===== config.mk =====
export PLATFORM = sky130hd
export DESIGN_NAME = sseg_scan_ctrl
export DESIGN_NICKNAME = d
export VERILOG_FILES = /design/src/rtl/sseg_scan_ctrl.sv
export SDC_FILE = /design/constraint.sdc
export NUM_CORES = 1
export LEC_CHECK = 0
export ABC_AREA = 1
export CAP_MARGIN = 30
export CORE_AREA = 2 2 80 159
export CTS_CLUSTER_SIZE = 24
export DETAILED_ROUTE_END_ITERATION = 16
export DIE_AREA = 0 0 82 161
export PLACE_DENSITY = 0.82
export SLEW_MARGIN = 10
export SYNTH_ARGS = -nofsm -noshare
export SYNTH_HDL_FRONTEND = slang
export SYNTH_SLANG_ARGS = --single-unit

===== constraint.sdc =====
create_clock -name clk -period 5.4 [get_ports clk]
set_input_delay 1.08 -clock clk [delete_from_list [all_inputs] [get_ports clk]]
set_output_delay 1.08 -clock clk [all_outputs]
set_load 0.01 [all_outputs]

===== src/rtl/sseg_scan_ctrl.sv =====
// sseg_scan_ctrl: multiplexed seven-segment scanner with PWM dimming, blink and leading-zero blanking
module sseg_scan_ctrl #(
    parameter int N_DIGITS = 8,
    parameter int REFRESH_DIV = 200_000,
    parameter int PWM_BITS = 4,
    parameter int BLINK_FRAMES = 32
) (
    input  logic                  clk,
    input  logic                  rst,
    input  logic [4*N_DIGITS-1:0] digits,
    input  logic [N_DIGITS-1:0]   dp_in,
    input  logic [N_DIGITS-1:0]   blank,
    input  logic [N_DIGITS-1:0]   blink,
    input  logic                  lz_en,
    input  logic [PWM_BITS-1:0]   brightness,
    output logic [6:0]            seg,
    output logic                  dp,
    output logic [N_DIGITS-1:0]   an,
    output logic                  frame_tick
);
    localparam int PW = $clog2(REFRESH_DIV);
    localparam int IW = $clog2(N_DIGITS);
    localparam int BW = BLINK_FRAMES > 1 ? $clog2(BLINK_FRAMES) : 1;

    logic [PW-1:0]         pre;
    logic [IW-1:0]         idx;
    logic [PWM_BITS-1:0]   pwm_cnt;
    logic [BW-1:0]         blink_cnt;
    logic                  blink_ph;
    logic                  primed;
    logic [4*N_DIGITS-1:0] s_digits;
    logic [N_DIGITS-1:0]   s_dp;
    logic [N_DIGITS-1:0]   s_blank;
    logic [N_DIGITS-1:0]   s_blink;
    logic                  s_lz;
    logic [N_DIGITS-1:0]   sup;
    logic                  run;
    logic                  slot_tick;
    logic                  lit;
    logic [3:0]            nib;

    function automatic logic [6:0] hex7(input logic [3:0] h);
        case (h)
            4'h0: hex7 = 7'b1000000;
            4'h1: hex7 = 7'b1111001;
            4'h2: hex7 = 7'b0100100;
            4'h3: hex7 = 7'b0110000;
            4'h4: hex7 = 7'b0011001;
            4'h5: hex7 = 7'b0010010;
            4'h6: hex7 = 7'b0000010;
            4'h7: hex7 = 7'b1111000;
            4'h8: hex7 = 7'b0000000;
            4'h9: hex7 = 7'b0010000;
            4'ha: hex7 = 7'b0001000;
            4'hb: hex7 = 7'b0000011;
            4'hc: hex7 = 7'b1000110;
            4'hd: hex7 = 7'b0100001;
            4'he: hex7 = 7'b0000110;
            default: hex7 = 7'b0001110;
        endcase
    endfunction

    assign slot_tick  = pre == PW'(REFRESH_DIV - 1);
    assign frame_tick = slot_tick && idx == IW'(N_DIGITS - 1);
    assign nib        = s_digits[{idx, 2'b00} +: 4];

    // suppression runs from the leftmost digit and stops at the first non-zero nibble or requested dp
    always_comb begin
        sup = '0;
        run = s_lz;
        for (int i = N_DIGITS - 1; i > 0; i--) begin
            run = run && s_digits[4*i +: 4] == 4'd0 && !s_dp[i];
            sup[i] = run;
        end
    end

    // pre == 0 is the break-before-make cycle of every slot
    assign lit = pre != '0 && !s_blank[idx] && !(s_blink[idx] && blink_ph) && !sup[idx] &&
                 (pwm_cnt < brightness || &brightness);

    always_ff @(posedge clk or posedge rst) begin
        if (rst) begin
            pre       <= '0;
            idx       <= '0;
            pwm_cnt   <= '0;
            blink_cnt <= '0;
            blink_ph  <= 1'b0;
            primed    <= 1'b0;
            s_digits  <= '0;
            s_dp      <= '0;
            s_blank   <= '1;
            s_blink   <= '0;
            s_lz      <= 1'b0;
            seg       <= '1;
            dp        <= 1'b1;
            an        <= '1;
        end else begin
            pre     <= slot_tick ? '0 : pre + 1'b1;
            pwm_cnt <= slot_tick ? '0 : pwm_cnt + 1'b1;
            if (slot_tick)
                idx <= frame_tick ? '0 : idx + 1'b1;
            if (frame_tick) begin
                blink_cnt <= blink_cnt == BW'(BLINK_FRAMES - 1) ? '0 : blink_cnt + 1'b1;
                if (blink_cnt == BW'(BLINK_FRAMES - 1))
                    blink_ph <= !blink_ph;
            end
            if (!primed || frame_tick) begin
                primed   <= 1'b1;
                s_digits <= digits;
                s_dp     <= dp_in;
                s_blank  <= blank;
                s_blink  <= blink;
                s_lz     <= lz_en;
            end
            an  <= lit ? ~(N_DIGITS'(1) << idx) : '1;
            seg <= lit ? hex7(nib) : '1;
            dp  <= lit ? !s_dp[idx] : 1'b1;
        end
    end
endmodule


==> metrics.cfg <==
[status]
status = finished, final reports clean

[finish]
multi_input_area_um2 = 2613
seq_area_um2 = 2658
fin_util_pct = 58.53
n_antenna_cell = 0
fin_nets = 885
nFillCells = 1099
syn_to_final_growth_pct = 18.75
drive_above_1_share_pct = 16.11

[floorplanning]
die_w_um = 82
core_area_um2 = 11980
row_count = 57
start_util_pct = 49.29
die_y_um = 161
dieArea_um2 = 13200
io_pins = 80

[clock_network]
hold_buffers = 0
cts.path.max_buffers = 2
h-tree-depth = 3
ctsResizeCount = 0
cts_tree = built
cts.clk_slew.worst_paths_ns = 0.07
clock-root-buffer = clkbuf_16
cts_made_buffers = 9
postCtsSetupRepairBufs = 0
cts_sinks = 105
insertion_delay_ns = 0.35

[placement]
numPortBuffers = 79
gp_congestion = 0.8904
dp_hpwl_um = 8897

[power]
powerDensity_nw_per_um2 = 257.7
ir_worst_vdd_mv = 0.1753
p_leak_uw = 0.003463

[routing]
dr.pass1.iters = 6
drt_wl_total_um = 12370
vias = 4828
wl_per_cell_um = 12.97
drcViolationCount = 0
drtAntennaViolNets = 0
first_iter_violations = 378
drt-vias-per-instance = 5.061

[min_path]
holdCritPathClass = flip-flop to flip-flop

[sta]
rsz0062_at_grt = no
skew_ns = 0.008146
slew_viol_final = 0
slew_headroom_pct = 40.70
finalSetupViolCount = 0
finalHoldViolCount = 0
holdWs_ns = 0.4861
setup_tns_ns = 0
tightest_slew_ns = 0.8895
period_minus_slack_ns = 3.821
max_freq_mhz = 261.7
period_share_pct = 70.76

[worst_setup_path]
cp-end-kind = output pin
worstPathMaxFanout = 20
rrSetupSlack_ns = 2.43
path_cells = buf_8, ha_1, ha_1, inv_1, nor2_1, clkdlybuf4s50_1
path_common_cell = ha_1
start_kind = flip-flop
crit_type = flip-flop to output pin
required_ns = 4.32
slowest_stage = dfrtp_1
slowest_delay_ns = 0.71
cp.arrival_ns = 2.74

[synthesis]
synth_area_per_cell_um2 = 8.035
syn_area_um2 = 5906
netlist_top_cells_area = dfrtp_1 34%, nand2_1 13%, dfstp_2 11%, nand3_1 6.7%, inv_1 6.2%
ys_warn_count = 0
netlist.top_cell.by_area = dfrtp_1
yosysTopAreaCellShare_pct = 34.32
syn-num-nets = 818
syn_inst = 735
synth.distinct_cells = 32
synth_seq_area_share_pct = 45.00
synth-seq-cells = 105

[global_routing]
grt_pass1_wl_um = 21040
grt-ovfl-total = 0
grt_pass1_vias = 4660
grt_max_degree = 76
grtUsageTotal_pct = 20.06
antenna_found_initial = 0

[flow_run]
drv_cap = 0

[metrics by stage]
step	setup slack [ns]	power [uW]	cell area, um^2	instances
CTS	1.573	1820	6993	953
global placement	1.764	1124	6663	936
finish	1.579	1808	7013	954
detailed placement	1.964	1131	6678	937
global route	1.369	1888	7013	954
floorplan	1.599	1037	5906	735
[worst paths after layout]
kind / start / end / depth (start not counted)
max in group asynchronous: rst / s_blank[6] / 4
min reg2reg: s_blank[5] / s_blank[5] / 2
min: s_blank[5] / s_blank[5] / 2
min in group asynchronous: rst / pre[15] / 2
max: idx[0] / frame_tick / 6
max reg2reg: idx[0] / s_dp[0] / 8
[state kept, by name, summed over array words and instances (netlist names)]
signal and flops:
s_blink 8, pwm_cnt 4, idx 3, blink_cnt 5, primed 1, pre 18, s_blank 8, blink_ph 1
an 8, s_lz 1, s_dp 8, dp 1, seg 7, s_digits 32
[power breakdown]
part / internal, uW / switching [uW]
clock: 419 / 270
sequential: 845 / 19.7
combinational: 114 / 140
total: 1380 / 430
[cells in the final DEF, fill, tap and decap left out]
master           Yosys  final
buf_8                1      1
nand2_1            200    200
nor2_1              48     48
nor2_2               2      2
o21ai_2             41     41
o21ai_1              3      3
clkbuf_8             0      1
inv_1               97     96
clkdlybuf4s50_1      0     79
nand3b_1             2      2
bufinv_16            0      2
nand2_4              2      2
inv_2                6      6
clkbuf_1             3      3
o211ai_1             2      2
conb_1               1      1
clkinv_2             0      1
buf_12               4      1
dfrtp_1             81     81
a21oi_1             10     10
nor3_1              12     12
o21a_1               1      1
inv_4                1      2
buf_4                5      3
nand2_2             35     35
nand3_1             79     79
dfstp_2             24     24
o21ai_0             21     21
clkbuf_16            0      9
ha_1                20     20
nand4_1              5      5
nor4_1               1      1
xor2_1              11     11
xnor2_1              2      2
[critical path, delay by kind of cell, from the launching register on]
family,cells,cell delay [ns]
DFF,1,0.71
and+or+nand+nor,1,0.31
buffers and inverters,3,0.93
adders and majority gates,2,0.45
[area by class of cell]
cell class | count | area share (%)
flip-flops and latches | 105 | 37.89
well taps | 147 | 2.623
multi-input cells | 498 | 37.25
inverters | 104 | 5.638
clock buffers | 13 | 3.568
repair buffers | 84 | 12.10
clock inverters | 3 | 0.9277
[kinds of logic (layout without fill, tap and decap cells)]
kind of cell / Yosys count / count (layout) / synth area share (%)
AOI/OAI and AO/OA: 78 / 78 / 9.343
xor gates and xnor gates: 13 / 13 / 1.928
adders and majority gates: 20 / 20 / 4.237
buffers and inverters: 132 / 204 / 10.76
DFF: 105 / 105 / 45.00
other: 1 / 1 / 0.06350
and+or+nand+nor: 386 / 386 / 28.67
[synth_stat cells, drive strengths merged]
library cell	n
o21ai	65
o21a	1
nand2	237
xnor2	2
nor3	12
nor4	1
inv	104
nand3b	2
nor2	50
o211ai	2
conb	1
buf	25
dfrtp	81
dfstp	24
nand3	79
ha	20
nand4	5
a21oi	10
clkbuf	3
xor2	11
[metal layers]
metal  part of all wire (%)  GRT usage, %  wire, um
met2                     49         31.93      6113
met4                    2.3         8.712       284
met1                     44         27.38      5418
met5                      0             0         0
met3                    4.5         2.179       553
Power figures use the tool's default switching activity.
==> RTL edit: new RTL, same flow settings <==
Put one more register stage on the output `an`, with the module's reset. The value now appears one clock later. The other outputs are not delayed to match.
--- a/src/rtl/sseg_scan_ctrl.sv
+++ b/src/rtl/sseg_scan_ctrl.sv
@@ -23,2 +23,4 @@
     localparam int BW = BLINK_FRAMES > 1 ? $clog2(BLINK_FRAMES) : 1;
+
+    logic [N_DIGITS-1:0] an_s0;
 
@@ -95,3 +97,3 @@
             dp        <= 1'b1;
-            an        <= '1;
+            an_s0     <= '1;
         end else begin
@@ -114,3 +116,3 @@
             end
-            an  <= lit ? ~(N_DIGITS'(1) << idx) : '1;
+            an_s0 <= lit ? ~(N_DIGITS'(1) << idx) : '1;
             seg <= lit ? hex7(nib) : '1;
@@ -119,2 +121,10 @@
     end
+    always_ff @(posedge clk or posedge rst) begin
+        if (rst) begin
+            an <= '0;
+        end else begin
+            an <= an_s0;
+        end
+    end
+
 endmodule
Formal check against the unedited RTL: not equivalent (Yosys sat finds a counterexample within 4 cycles, from zero or initial values and one cycle with rst high).
==> RTL edit against the unedited design <==
Clock power grew 54%. Sequential power increased by 7.5%. Routed wire length grew 3.7%. Sequential cell count grew 8. Cell area up 4.1%. Total power increased by 23%. Synthesized area fell by 0.61%. Setup slack worse by 0.11 ns. Critical path type unchanged.
==> RTL edit: results (changes against the unedited design) <==
Outcome
  – Status: finished clean (unchanged)

Placed design
  – Placed instance area: 6706 µm² (was 6678 µm²)
  – # placed instances: 931 (was 937)
  – Worst slack at placement: 1.934 ns (was 1.964 ns)
  – Gpl congestion: 0.8748 (was 0.8904)

Timing
  – Tcrit/Tclk final: 0.7277 (was 0.7076)
  – Hold_ws: 0.3874 ns (was 0.4861 ns)

Critical path
  – CP top delay family: flip-flops (was buffers and inverters)
  – R2r setup slk: 2.47 ns (was 2.43 ns)
  – CP max stage delay: 0.79 ns (was 0.71 ns)
  – Reg2reg start: idx[1]$_DFFE_PP0P_ (was idx[0]$_DFFE_PP0P_)
  – Critical path peak fanout: 23 (was 20)

GRT
  – Global Route met3 Usage: 0.05587 (was 0.02179)
  – GR Util met2: 0.3470 (was 0.3193)
  – GRT Total Usage: 0.2186 (was 0.2006)

Min path
  – Worst Hold Depth: 0 (was 2)
  – Hold Crit Start: an_s0[7]$_DFF_PP1_ (was s_blank[5]$_DFFE_PP1P_)

Finish
  – Fraction of layout cells with a size suffix above 1: 0.1248 (was 0.1611)
  – Final #Nets: 887 (was 885)

Logic synthesis
  – Distinct cell type count after synthesis: 35 (was 32)
  – Post-Synth Adder-Cell Area: 0.04263 (was 0.04237)
  – Avg Inst Size Synth: 8.029 µm² (was 8.035 µm²)
  – Seq/Total Area, Yosys: 0.4869 (was 0.4500)

Route
  – Drt total wl: 12.82 mm (was 12.37 mm)

Power and ir drop
  – Sw frac: 0.2364 (was 0.2378)

Clock network
  – Clock transition at the registers of the reported paths: 0.05 ns (was 0.07 ns)
## RTL edit: cell count changes after synthesis, sizes merged, moves of 3 or more
cell / change
nor3: -7
o21ai: -5
dfrtp: +8
clkbuf: +3
inv: -14
nand2: +4
nand3: +3
## RTL edit: per-layer routing
metal / vias up / part of all wire
met5: - / 0
met3: 31 / 0.051
met2: 156 / 0.50
li1: 2436 / -
met1: 2311 / 0.43
met4: 0 / 0.028
## RTL edit: power by group through the flow
stage | sequential (µW) | combinational (µW) | clock, µW
floorplan | 940 | 139 | 0
global placement | 940 | 228 | 0
detailed placement | 942 | 236 | 0
CTS | 929 | 240 | 1070
global route | 934 | 274 | 1110
finish | 930 | 240 | 1060
## RTL edit: final cells by class
| class | instances | area, µm² |
|---|---|---|
| repair buffers | 83 | 860.8 |
| fillers | 1018 | 4682 |
| clock inverters | 11 | 115.1 |
| well taps | 147 | 183.9 |
| flip-flops and latches | 113 | 2858 |
| clock buffers | 21 | 450.4 |
| multi-input cells | 497 | 2484 |
| inverters | 92 | 347.8 |
